<file path="src/rtl/led_event_scheduler.sv">
// led_event_scheduler
//   Owns the 16 board LEDs. Game logic raises short animation requests
//   (wicket, four, six) and a game_over level; this block queues one pending
//   request per type, picks the winner by fixed priority and steps the chosen
//   animation on an internal tick derived from clk_fpga. With nothing active
//   the LEDs show the static idle pattern from the score path.
//
//   Priority (highest first): game_over > wicket > six > four > idle.
//
// Parameters
//   TICK_DIV      clk_fpga cycles per animation step (>= 2)
//   WICKET_STEPS  flash frames in the wicket animation (even, >= 2)
//
// Ports
//   clk_fpga      system clock
//   rst           synchronous active-high reset
//   idle_pattern  pattern shown while idle
//   req_wicket    1-cycle request pulse: wicket fell
//   req_four      1-cycle request pulse: boundary four
//   req_six       1-cycle request pulse: boundary six
//   game_over     level, celebration runs while high
//   led           registered LED drive
//   busy          high while an animation state is active
//   anim_done     1-cycle pulse when wicket/four/six completes normally
module led_event_scheduler #(
  parameter int TICK_DIV     = 10000000,
  parameter int WICKET_STEPS = 6
) (
  input  logic        clk_fpga,
  input  logic        rst,
  input  logic [15:0] idle_pattern,
  input  logic        req_wicket,
  input  logic        req_four,
  input  logic        req_six,
  input  logic        game_over,
  output logic [15:0] led,
  output logic        busy,
  output logic        anim_done
);

  localparam int TW = $clog2(TICK_DIV);
  localparam int SW = (WICKET_STEPS > 2) ? $clog2(WICKET_STEPS) : 1;
  localparam logic [TW-1:0] TICK_LAST = TW'(TICK_DIV - 1);
  localparam logic [SW-1:0] STEP_LAST = SW'(WICKET_STEPS - 1);

  typedef enum logic [1:0] {IDLE, WICKET, BOUNDARY, CELEBRATE} state_t;

  typedef struct packed {
    logic wicket;
    logic six;
    logic four;
  } pend_t;

  state_t        state;
  logic [TW-1:0] tick_cnt;
  logic [SW-1:0] step_cnt;
  logic          six_run;      // current boundary animation is a six
  logic          second_pass;  // six has wrapped once already
  pend_t         pend;

  logic  tick;
  pend_t pend_set;    // pending flags with this cycle's pulses folded in
  pend_t start_pend;  // pend_set with the winner removed

  assign tick = (tick_cnt == TICK_LAST);

  always_comb begin
    pend_set        = pend;
    pend_set.wicket = pend.wicket | req_wicket;
    pend_set.six    = pend.six    | req_six;
    pend_set.four   = pend.four   | req_four;
    start_pend      = pend_set;
    if (pend_set.wicket)   start_pend.wicket = 1'b0;
    else if (pend_set.six) start_pend.six    = 1'b0;
    else                   start_pend.four   = 1'b0;
  end

  always_ff @(posedge clk_fpga) begin
    if (rst) begin
      state       <= IDLE;
      led         <= '0;
      busy        <= 1'b0;
      anim_done   <= 1'b0;
      tick_cnt    <= '0;
      step_cnt    <= '0;
      six_run     <= 1'b0;
      second_pass <= 1'b0;
      pend        <= '0;
    end else begin
      anim_done <= 1'b0;
      pend      <= pend_set;
      tick_cnt  <= tick ? '0 : tick_cnt + TW'(1);

      case (state)
        IDLE: begin
          // Counters are held at zero here so every animation starts fresh.
          led         <= idle_pattern;
          busy        <= 1'b0;
          tick_cnt    <= '0;
          step_cnt    <= '0;
          second_pass <= 1'b0;
          if (game_over) begin
            state <= CELEBRATE;
            led   <= '0;
            busy  <= 1'b1;
          end else if (pend_set.wicket) begin
            state <= WICKET;
            led   <= 16'hFFFF;
            busy  <= 1'b1;
            pend  <= start_pend;
          end else if (pend_set.six || pend_set.four) begin
            state   <= BOUNDARY;
            led     <= 16'h0001;
            busy    <= 1'b1;
            six_run <= pend_set.six;
            pend    <= start_pend;
          end
        end

        WICKET: begin
          if (game_over) begin
            // Preempted: animation is dropped, no completion pulse.
            state    <= CELEBRATE;
            led      <= '0;
            tick_cnt <= '0;
          end else if (tick) begin
            if (step_cnt == STEP_LAST) begin
              state     <= IDLE;
              led       <= idle_pattern;
              busy      <= 1'b0;
              anim_done <= 1'b1;
            end else begin
              led      <= ~led;
              step_cnt <= step_cnt + SW'(1);
            end
          end
        end

        BOUNDARY: begin
          if (game_over) begin
            state    <= CELEBRATE;
            led      <= '0;
            tick_cnt <= '0;
          end else if (tick) begin
            if (led == 16'h8000) begin
              if (six_run && !second_pass) begin
                led         <= 16'h0001;
                second_pass <= 1'b1;
              end else begin
                state     <= IDLE;
                led       <= idle_pattern;
                busy      <= 1'b0;
                anim_done <= 1'b1;
              end
            end else begin
              led <= {led[14:0], 1'b0};
            end
          end
        end

        CELEBRATE: begin
          if (!game_over) begin
            // Anything queued during the celebration is stale: drop it.
            state <= IDLE;
            led   <= idle_pattern;
            busy  <= 1'b0;
            pend  <= '0;
          end else if (tick) begin
            if (led == 16'hFFFF) led <= 16'hFFFE;
            else                 led <= {led[14:0], 1'b1};
          end
        end

        default: state <= IDLE;
      endcase
    end
  end

endmodule

</file>
<file path="config.mk">
export PLATFORM = sky130hd
export DESIGN_NAME = led_event_scheduler
export DESIGN_NICKNAME = d
export VERILOG_FILES = /design/src/rtl/led_event_scheduler.sv
export SDC_FILE = /design/constraint.sdc
export NUM_CORES = 1
export LEC_CHECK = 0
export BUFFER_PORTS_ARGS = -buffer_cell sky130_fd_sc_hd__buf_2
export CAP_MARGIN = 10
export CORE_ASPECT_RATIO = 0.7
export CORE_MARGIN = 2
export CORE_UTILIZATION = 54
export CTS_CLUSTER_DIAMETER = 60
export CTS_CLUSTER_SIZE = 24
export DETAILED_ROUTE_END_ITERATION = 7
export PLACE_DENSITY = 0.84
export SLEW_MARGIN = 20
export SYNTH_ARGS = -nofsm -noshare
export SYNTH_HDL_FRONTEND = slang
export SYNTH_SLANG_ARGS = --single-unit
</file>
<file path="constraint.sdc">
create_clock -name clk_fpga -period 1.9 [get_ports clk_fpga]
set_input_delay 0.19 -clock clk_fpga [delete_from_list [all_inputs] [get_ports clk_fpga]]
set_output_delay 0.19 -clock clk_fpga [all_outputs]
set_load 0.05 [all_outputs]
</file>
# == Word level (Yosys, flattened, before mapping) ==
# Cells that the tools add are included.
# Widths: inputs -> output; s select.
# word_totals
in_bits,22
wordCells,121
ff_bits,52
# classes
n_eq_ne,24
bitwise,6
n_mux,65
reduce_logical,13
add_sub_neg,2
# op_table
op,count
$mux 16,13
$pmux 16 s4,1
$mux 24,2
$pmux 24 s2,1
$eq 16x16->1 const B,2
$mux 2,14
$add 24x1->24 const B,1
$eq 24x24->1 const B,1
$mux 1,23
$ne 2x2->1 const B,10
$ne 3x3->1 const B,6
$not 16->16,1
$mux 3,5
$pmux 3 s2,2
$pmux 2 s4,1
$reduce_and 4->1,2
$reduce_and 8->1,1
$reduce_and 7->1,1
$reduce_and 5->1,1
$eq 2x2->1 const B,2
$ne 4x4->1 const B,1
$pmux 1 s2,2
$pmux 1 s4,1
$reduce_bool 2->1,2
11 further kinds,14

# == Depth between registers and ports, before layout ==
# logic_depth
ltp_word,7
depth_mapped,11
ltp_nobuf,8

# == Worst setup path after synthesis ==
# Ideal clock, no wire load.
# synth_path
path_kind,reg2reg
start,register led[13]
end,register led[6]
arrival_time_ns,2.022
stages_incl_launch_ff,7
synth_period_minus_slack_ns,2.107
path_slack_ns,-0.207
cell_sequence,dfxtp_1 buf_2 nand4_1 nor4_2 o2111ai_1 a221o_1 a211oi_1
# synth_between
elab_chain_cells,5
# synth_lines
element,line,source
start: declaration,36,"output logic [15:0] led,"
start signal: assignment,97,led <= idle_pattern;
start signal: assignment,129,led <= idle_pattern;
start signal: assignment,133,led <= ~led;
"$eq 16x16->1, on equally long branches","169, 145",
"$mux 16, on equally long branches","169, 145",
"$mux 16, on equally long branches","168, 144",
"$mux 16, on equally long branches","162, 140",
$pmux 16 s4 *,94,case (state)
# Every way passes the cells marked *; elsewhere a longest branch is shown, timed or not. The select of a mux whose other input is x is not followed.
# A chain may end at the register's enable or synchronous reset.

# == Worst setup path in the final report ==
# layout_path
start,register led[5]
end,register busy
# layout_between
elab_chain_cells,3
# layout_lines
element,line,source
$eq 16x16->1,145,if (led == 16'h8000) begin
$ne 2x2->1 (no source line),--,
$reduce_and 8->1 (no source line),--,
end signal: assignment,130,busy <= 1'b0;
end signal: assignment,152,busy <= 1'b0;
end signal: assignment,166,busy <= 1'b0;
end: declaration,37,"output logic busy,"
# No other way between the ends.

==> impl_metrics.csv <==
group,metric,value,unit
die,die_area,7590,um2
timing,finalCriticalPeriod,2.03,ns
clock_network,cts-buffers-inserted,5,
yosys,synth_area,3730,um2
placement,dp_cells,661,
finish,syn_to_final_growth,39.2,%
flow_run,maxCapViolations,0,
finish,diodes,0,
finish,layout_commonest_cell,"buf_4",
die,die_h,73.5,um
drt,drc,2,
clock_network,cts.clk_slew.worst_paths,0.10,ns
die,start_util,55.4,%
yosys,synth_cells,489,
finish,num-fill-cells,435,
power,combPwrFrac,49.2,%
finish,multiInputGateArea,2760,um2
power,pwr-share-clk,19.4,%
yosys,synth_nets,519,
clock_network,cts_tree,"built",
clock_network,clk_path_buf_depth,2,
timing,holdWs,0.156,ns
setup_path,worstSetupPathType,"reg -> reg",
clock_network,root_buffer,"clkbuf_8",
drt,vias_per_cell,6.84,
finish,layout-drive-gt1-share,41.5,%
timing,fmax,494,MHz
finish,stdcell_count,692,
timing,fin_crit_sh,107,%
run_status,status,"finished with violations",
drt,wirelength,14900,um
yosys,synth_seq_cells,52,
global_routing,grt_pass1_vias,4036,
power,seqPwrFrac,31.4,%
power,p_leak,2.03,nW
setup_path,start_kind,"flop",
drt,ant_nets,0,
global_routing,grt.total_usage,34.2,%
timing,setup_slack,-0.125,ns
timing,finalSetupViolations,14,
die,placement_rows,25,
global_routing,grt_max_degree,24,
finish,seq_area,1090,um2
timing,tightest_slew,0.469,ns
worst_hold_path,hold_class,"in -> reg",
yosys,yosysWarnings,0,
timing,slew_viol_final,0,
drt,wl_per_cell,21.5,um
die,core_area,6730,um2
timing,clock_skew,0.0122,ns
power,p_sw_share,41.4,%
setup_path,crit_fanout,7,
power,powerDensity,819,nW/um2
yosys,syn_area_per_cell,7.62,um2
placement,dp_slack,-0.127,ns
drt,dr.first_iter.drc_count,729,
clock_network,cts.sinks,52,
placement,gp_congestion,1.08,
finish,nets,627,
clock_network,clk_latency,0.32,ns
placement,place_hpwl,9240,um
global_routing,antenna_found_initial,0,
finish,final_cell_mix,"buf_4 (86), nor2_1 (58), nand2_1 (48)",
timing,hold_viol,0,
timing,rsz0062_at_grt,"true",
power,internal_power,2.49,mW
die,ios,40,
clock_network,cts_htree_levels,2,
timing,slew-limit-headroom,68.6,%
run_status,violations,"design-rule violations, negative setup slack",
yosys,yosysSeqAreaShare,27.9,%
yosys,synth-async-reset-ratio,0,%
die,fp.dieW,103,um
global_routing,grt_pass1_wl,20000,um
drt,vias,4732,
yosys,synth_ff_type,"dfxtp_1",
setup_path,critPathCaptureType,"flop",
yosys,synth-edff-count,0,
drt,drt_pass1_iterations,8,
placement,port_buffers,39,
power,p_sw,1.76,mW
setup_path,cp.required,2.10,ns
yosys,ys_types,66,
setup_path,cp.arrival,2.23,ns
power,irDropWorstVdd,0.541,mV
global_routing,grt-ovfl-total,0,
## metrics by stage
step           util [%]  power [mW]  TNS [ns]  cell area [um2]
4_1_cts            69.7        3.79         0             4690
2_1_floorplan         -        2.37         0             3780
3_3_place_gp       67.1        2.92   -0.0660             4510
3_5_place_dp       67.1        2.95    -0.790             4510
5_1_grt            77.2        4.38     -1.23             5190
6_report           77.2        4.25    -0.471             5190
## kinds of logic (layout without fill, tap and decap cells)
group                    count (synthesis)  count (layout)  share of synthesized area, %
AND/OR/NAND/NOR                        220             220                          31.7
buffers and inverters                   50             159                          6.58
XOR/XNOR                                22              22                          5.17
flip-flops                              52              52                          27.9
adder cells (fa/ha/maj)                  8               8                          2.69
multiplexers                            11              11                          3.29
AO/OA/AOI/OAI                          126             126                          22.7
## worst max-delay path, stage by stage, from the launching register on
cell and delay [ns]:
dfxtp_4 0.38, nor4_4 0.42, buf_4 0.19, and4_4 0.28, nand3_1 0.12, a21oi_2 0.17
mux2_2 0.35
## final cells by class
class                      instances  share of cell area, %
tap                               94                   2.27
timing repair buffer             137                   20.2
sequential                        52                   20.9
multi-input combinational        387                   53.2
inverter                          14                   1.06
clock buffer                       8                   2.36
## layer usage
metal  vias up  track usage (%)  share of wire [%]  wire length, um
li1       1989                -                  -                -
met1      2171             48.4                 39             5730
met2       459             50.4                 42             6290
met3       113             9.04                 15             2260
met4         0             11.4                3.9              578
met5         -                0                  0                0
## Yosys cell counts, drive strengths merged, types with 6 or more instances
cell type  number  share of area [%]
a2111oi         7                1.7
a211oi         14                3.0
a21oi          33                4.4
a31oi           8                1.5
and3           12                2.1
buf            20                3.6
clkbuf         16                1.6
dfxtp          52                 28
ha              8                2.7
inv            13                1.3
mux2           10                3.0
nand2          51                5.1
nand3          25                3.5
nand4           8                1.3
nor2           63                6.5
nor3           19                2.9
nor4            8                3.1
o211ai          7                1.4
o21ai          24                3.2
o22ai           6                1.0
or2             6                1.0
xnor2          13                3.1
xor2            9                2.1
## power groups by stage
stage	Clock, mW	Combinational (mW)	Sequential (mW)
after floorplan	0	0.841	1.53
after global placement	0	1.59	1.33
after detailed placement	0	1.62	1.33
after CTS	0.811	1.66	1.31
after global routing	0.859	2.17	1.34
final	0.826	2.09	1.34
## flip-flops by register name (all words and copies together), names as in the netlist
signal	count
second_pass	1
led	16
state	2
step_cnt	3
anim_done	1
pend	3
busy	1
tick_cnt	24
six_run	1
## worst paths after layout
check	start	endpoint	slack (ns)	cells past startpoint
worst min-delay path	idle_pattern[5]	led[5]	0.16	3
worst max register to register	led[5]	busy	-0.13	6
worst max-delay path	led[5]	busy	-0.13	6
worst min register to register	tick_cnt[0]	tick_cnt[0]	0.53	2
## what timing repair did
action,4_1_cts,5_1_grt
gates cloned,0,3
hold endpoints to repair,0,0
setup endpoints to repair,21,44
pin swaps,1,35
hold buffers,0,0
gates resized for setup,18,67
setup buffers,1,19
Power figures use the tool's default switching activity.
